[config.mk]
export PLATFORM = sky130hd
export DESIGN_NAME = ucaspian_link_mux
export DESIGN_NICKNAME = d
export VERILOG_FILES = /design/src/rtl/ucaspian_link_mux.sv
export SDC_FILE = /design/constraint.sdc
export NUM_CORES = 1
export LEC_CHECK = 0
export ABC_AREA = 1
export BUFFER_PORTS_ARGS = -buffer_cell sky130_fd_sc_hd__buf_2
export CELL_PAD_IN_SITES_DETAIL_PLACEMENT = 1
export CELL_PAD_IN_SITES_GLOBAL_PLACEMENT = 1
export CORE_MARGIN = 4
export CORE_UTILIZATION = 37
export CTS_BUF_LIST = sky130_fd_sc_hd__clkbuf_8
export DETAILED_ROUTE_END_ITERATION = 8
export PLACE_DENSITY = 0.89
export SLEW_MARGIN = 0
export SYNTH_ARGS = -nofsm -noshare
export SYNTH_HDL_FRONTEND = slang
export SYNTH_SLANG_ARGS = --single-unit
[constraint.sdc]
create_clock -name sys_clk -period 2.3 [get_ports sys_clk]
set_input_delay 0.46 -clock sys_clk [delete_from_list [all_inputs] [get_ports sys_clk]]
set_output_delay 0.46 -clock sys_clk [all_outputs]
set_load 0.02 [all_outputs]
[src/rtl/ucaspian_link_mux.sv]
`default_nettype none
// ============================================================================
// Module   : ucaspian_link_mux
// Brief    : Packet-atomic round-robin merge of NUM_CH byte channels onto one
//            host TX byte link, with optional channel-tag header byte.
// Revision : 1.0 - initial release
// ============================================================================
module ucaspian_link_mux #(
   parameter int         NUM_CH   = 4,
   parameter bit         TAG_EN   = 1'b1,
   parameter logic [7:0] TAG_BASE = 8'hF0,
   parameter int         MAX_LEN  = 16
) (
   input  logic                  sys_clk,
   input  logic                  reset,
   input  logic [NUM_CH*8-1:0]   ch_data,
   input  logic [NUM_CH-1:0]     ch_vld,
   input  logic [NUM_CH-1:0]     ch_last,
   output logic [NUM_CH-1:0]     ch_rdy,
   output logic [7:0]            write_data,
   output logic                  write_vld,
   input  logic                  write_rdy,
   output logic [3:0]            grant_ch,
   output logic                  busy,
   output logic [NUM_CH-1:0]     len_err,
   input  logic                  err_clr
);

   localparam int               CH_W      = (NUM_CH > 1) ? $clog2(NUM_CH) : 1;
   localparam logic [CH_W:0]    NUM_CH_V  = (CH_W+1)'(NUM_CH);
   localparam logic [CH_W-1:0]  LAST_CH   = CH_W'(NUM_CH - 1);
   localparam logic [7:0]       LAST_IDX  = 8'(MAX_LEN - 1);

   typedef enum logic [1:0] {
      S_IDLE = 2'd0,
      S_HDR  = 2'd1,
      S_DATA = 2'd2
   } state_t;

   state_t              r_state;
   logic [CH_W-1:0]     r_grant;
   logic [CH_W-1:0]     r_rr_ptr;
   logic [7:0]          r_cnt;
   logic [NUM_CH-1:0]   r_len_err;
   logic                r_busy;

   logic [7:0]          w_bytes [NUM_CH];
   logic [2*NUM_CH-1:0] w_rot;
   logic [CH_W-1:0]     w_off;
   logic [CH_W:0]       w_sum;
   logic [CH_W-1:0]     w_pick;
   logic [CH_W-1:0]     w_rr_nxt;
   logic                w_any;
   logic                w_accept;
   logic                w_last;
   logic                w_at_max;
   logic                w_end;
   logic [NUM_CH-1:0]   w_trunc_set;

   generate
      for (genvar g = 0; g < NUM_CH; g++) begin : g_unpack
         assign w_bytes[g] = ch_data[8*g +: 8];
      end
   endgenerate

   // Rotate requests so bit 0 is rr_ptr; lowest set bit is the winner offset.
   assign w_rot = {ch_vld, ch_vld} >> r_rr_ptr;
   assign w_any = |ch_vld;

   always_comb begin
      w_off = '0;
      for (int i = NUM_CH - 1; i >= 0; i--) begin
         if (w_rot[i]) begin
            w_off = CH_W'(i);
         end
      end
   end

   assign w_sum    = {1'b0, r_rr_ptr} + {1'b0, w_off};
   assign w_pick   = (w_sum >= NUM_CH_V) ? CH_W'(w_sum - NUM_CH_V) : CH_W'(w_sum);
   assign w_rr_nxt = (r_grant == LAST_CH) ? '0 : r_grant + CH_W'(1);

   assign w_accept = (r_state == S_DATA) && ch_vld[r_grant] && write_rdy;
   assign w_last   = ch_last[r_grant];
   assign w_at_max = (r_cnt == LAST_IDX);
   assign w_end    = w_accept && (w_last || w_at_max);

   always_comb begin
      w_trunc_set = '0;
      if (w_accept && !w_last && w_at_max) begin
         w_trunc_set[r_grant] = 1'b1;
      end
   end

   always_ff @(posedge sys_clk or posedge reset) begin
      if (reset) begin
         r_state   <= S_IDLE;
         r_grant   <= '0;
         r_rr_ptr  <= '0;
         r_cnt     <= '0;
         r_len_err <= '0;
         r_busy    <= 1'b0;
      end else begin
         // A new truncation wins over a coincident clear for its own bit.
         r_len_err <= (r_len_err & ~{NUM_CH{err_clr}}) | w_trunc_set;
         case (r_state)
            S_IDLE: begin
               if (w_any) begin
                  r_grant <= w_pick;
                  r_cnt   <= '0;
                  r_busy  <= 1'b1;
                  r_state <= TAG_EN ? S_HDR : S_DATA;
               end
            end
            S_HDR: begin
               if (write_rdy) begin
                  r_state <= S_DATA;
               end
            end
            S_DATA: begin
               if (w_accept) begin
                  r_cnt <= r_cnt + 8'd1;
                  if (w_end) begin
                     r_state  <= S_IDLE;
                     r_busy   <= 1'b0;
                     r_rr_ptr <= w_rr_nxt;
                  end
               end
            end
            default: begin
               r_state <= S_IDLE;
               r_busy  <= 1'b0;
            end
         endcase
      end
   end

   always_comb begin
      grant_ch             = '0;
      grant_ch[CH_W-1:0]   = r_grant;
   end

   // Payload path is a direct pass-through of the granted channel.
   always_comb begin
      write_vld  = 1'b0;
      write_data = 8'h00;
      ch_rdy     = '0;
      case (r_state)
         S_HDR: begin
            write_vld  = 1'b1;
            write_data = TAG_BASE | {4'h0, grant_ch};
         end
         S_DATA: begin
            write_vld        = ch_vld[r_grant];
            write_data       = w_bytes[r_grant];
            ch_rdy[r_grant]  = write_rdy;
         end
         default: ;
      endcase
   end

   assign busy    = r_busy;
   assign len_err = r_len_err;

endmodule
`default_nettype wire

==> metrics.yaml <==
root_buffer: "clkbuf_8"
via_count: 1888
synth_cells: 254
clock_sinks: 19
worst_pin_slew_ns: 0.770
synth-edff-count: 0
net-switching-power_uw: 1310
clk_latency_ns: 0.26
ys.flop_type: "dfrtp_1"
maxCapViolCount: 0
layout_min_cycle_time_ns: 2.11
setup_viol: 0
place_hpwl_um: 4240
final-max-slew-violation-count: 0
start_util: 0.384
postCtsHoldBufs: 0
dr.first_iter.drc_count: 78
place.gp.congestion: 0.772
seq_power_share: 0.223
numPortBuffers: 63
leakagePower_uw: 0.00109
pwr-share-comb: 0.676
place_inst: 362
cts_buffers: 3
required_ns: 1.84
final_common_cell: "buf_2"
crit_path_end_kind: "output pin"
holdWs_ns: 0.324
antenna_left: 0
first_pass_iters: 4
cp_max_fo: 7
hp-class: "primary input to asynchronous set/reset pin"
die_x_um: 75.4
ys_ff_latch: 19
overflow: 0
row_count: 24
route.detailed.drc: 0
antenna_found_initial: 0
cell_internal_pwr_uw: 1070
syn_to_final_growth_pct: 22.8
start_kind: "flip-flop"
core_sq_mm: 0.00438
io_pins: 66
syn_avg_cell_area_sq_um: 6.62
wl_per_cell_um: 14.7
grt_max_degree: 26
layout.cells.non_filler: 366
ctsLongestPathBuffers: 2
cts_tree: "done"
fin_nets: 369
post-place-ws_ns: 0.331
synth_cell_type_count: 30
wirelength_um: 5370
p_per_area_mw_per_mm2: 1150
antenna_cells: 0
die_area_sq_mm: 0.00569
clkSlewWorstSetupHoldPaths_ns: 0.08
ys_async_sr_fraction: 1.00
sw_frac_of_total: 0.551
track_usage: 0.197
synth.cell_area_sq_mm: 0.00168
arrival_ns: 1.65
skew_ns: 0.00699
crit_type: "flip-flop to output pin"
outcome: "completed"
grt_pass1_vias: 2007
yosys_warnings: 0
yosysSeqAreaShare: 0.283
fin_setup_tns_ns: 0
ir_worst_vdd_mv: 0.572
fin_ws_ns: 0.188
drive_above_1_share: 0.296
relSlewSlack: 0.486
hold_viol: 0
ctsHtreeMaxLevel: 1
final_cell_mix: "buf_2 (63), nand2_1 (60), nor2_1 (35), inv_1 (24), nand3_1 (22)"
pwr-share-clk: 0.101
fmax_mhz: 474
die_y_um: 75.4
r2r_slack_ns: 0.47
via_per_inst: 5.16
grt_pass1_wl_um: 8770
fin_crit_sh: 0.918
rsz0062_at_grt: "no"
[worst paths after layout]
check,from,endpoint,depth (start not counted)
hold reg to reg,busy,busy,2
min in group sys_clk,err_clr,len_err[2],2
max in group asynchronous,reset,r_grant[1],2
setup reg to reg,r_state[0],r_cnt[5],10
setup / recovery,r_state[0],write_vld,5
hold / removal,reset,r_rr_ptr[0],2
[kinds of logic after synthesis]
group	count (synthesis)	synth area share
XOR/XNOR	2	0.0104
adder cells (fa/ha/maj)	10	0.0744
AO/OA/AOI/OAI	47	0.163
other	1	0.00223
buffers and inverters	38	0.103
flip-flops	19	0.283
AND/OR/NAND/NOR	137	0.364
[registers in the layout, summed over array words and instances, names as in the netlist]
| name | count |
|---|---|
| len_err | 4 |
| r_cnt | 8 |
| r_grant | 2 |
| r_state | 2 |
| r_rr_ptr | 2 |
| busy | 1 |
[power by group through the flow]
stage                     clock network (uW)  registers [uW]  logic, uW
after detailed placement                   0             530       1590
final                                    240             531       1610
after floorplan                            0             525       1190
after global routing                     260             540       1820
after global placement                     0             524       1530
after CTS                                247             526       1610
[worst max-delay path, cell delays in order, from the launching register on]
cell and delay, ns:
dfrtp_1 0.40, inv_1 0.09, ha_2 0.40, nand2_1 0.11, o21ai_0 0.20, buf_2 0.20
[layer usage]
layer | global-route usage | wire, um
met2 | 0.384 | 2920
met3 | 0.0303 | 237
met1 | 0.221 | 2130
met4 | 0.0466 | 76
met5 | 0 | 0
[cell usage after synthesis, types with 2 or more instances]
cell | instances | share of area
o22ai_1 | 10 | 0.037
o21ai_2 | 5 | 0.026
xor2_1 | 2 | 0.010
nand4_1 | 2 | 0.0074
inv_1 | 24 | 0.054
nand2_2 | 6 | 0.022
nand3_1 | 22 | 0.065
buf_2 | 4 | 0.012
o21ai_0 | 18 | 0.054
dfrtp_1 | 19 | 0.28
buf_4 | 3 | 0.013
nand2_1 | 60 | 0.13
nor3_1 | 2 | 0.0060
a21oi_1 | 7 | 0.021
nand3b_1 | 4 | 0.018
nand3_2 | 2 | 0.012
nor2_1 | 35 | 0.078
ha_1 | 10 | 0.074
o21ai_1 | 4 | 0.012
buf_6 | 2 | 0.013
inv_2 | 4 | 0.0089
[final cells by class]
cell class	count	area (sq um)
fillers	616	2320
multi-input cells	198	1040
flip-flops and latches	19	477
repair buffers	65	330
inverters	28	105
well taps	52	65.1
clock buffers	3	41.3
clock inverters	1	5.00
[stage by stage]
stage,utilization,total power (uW),area [sq um]
after global placement,0.459,2050,2010
after floorplan,-,1720,1690
after global routing,0.471,2620,2060
final,0.471,2380,2060
after CTS,0.469,2380,2060
after detailed placement,0.459,2120,2010
[what timing repair did]
item                       CTS  global route
setup buffers                0             0
gates resized for setup      0             3
setup endpoints to repair    0             5
Power figures use the tool's default switching activity.
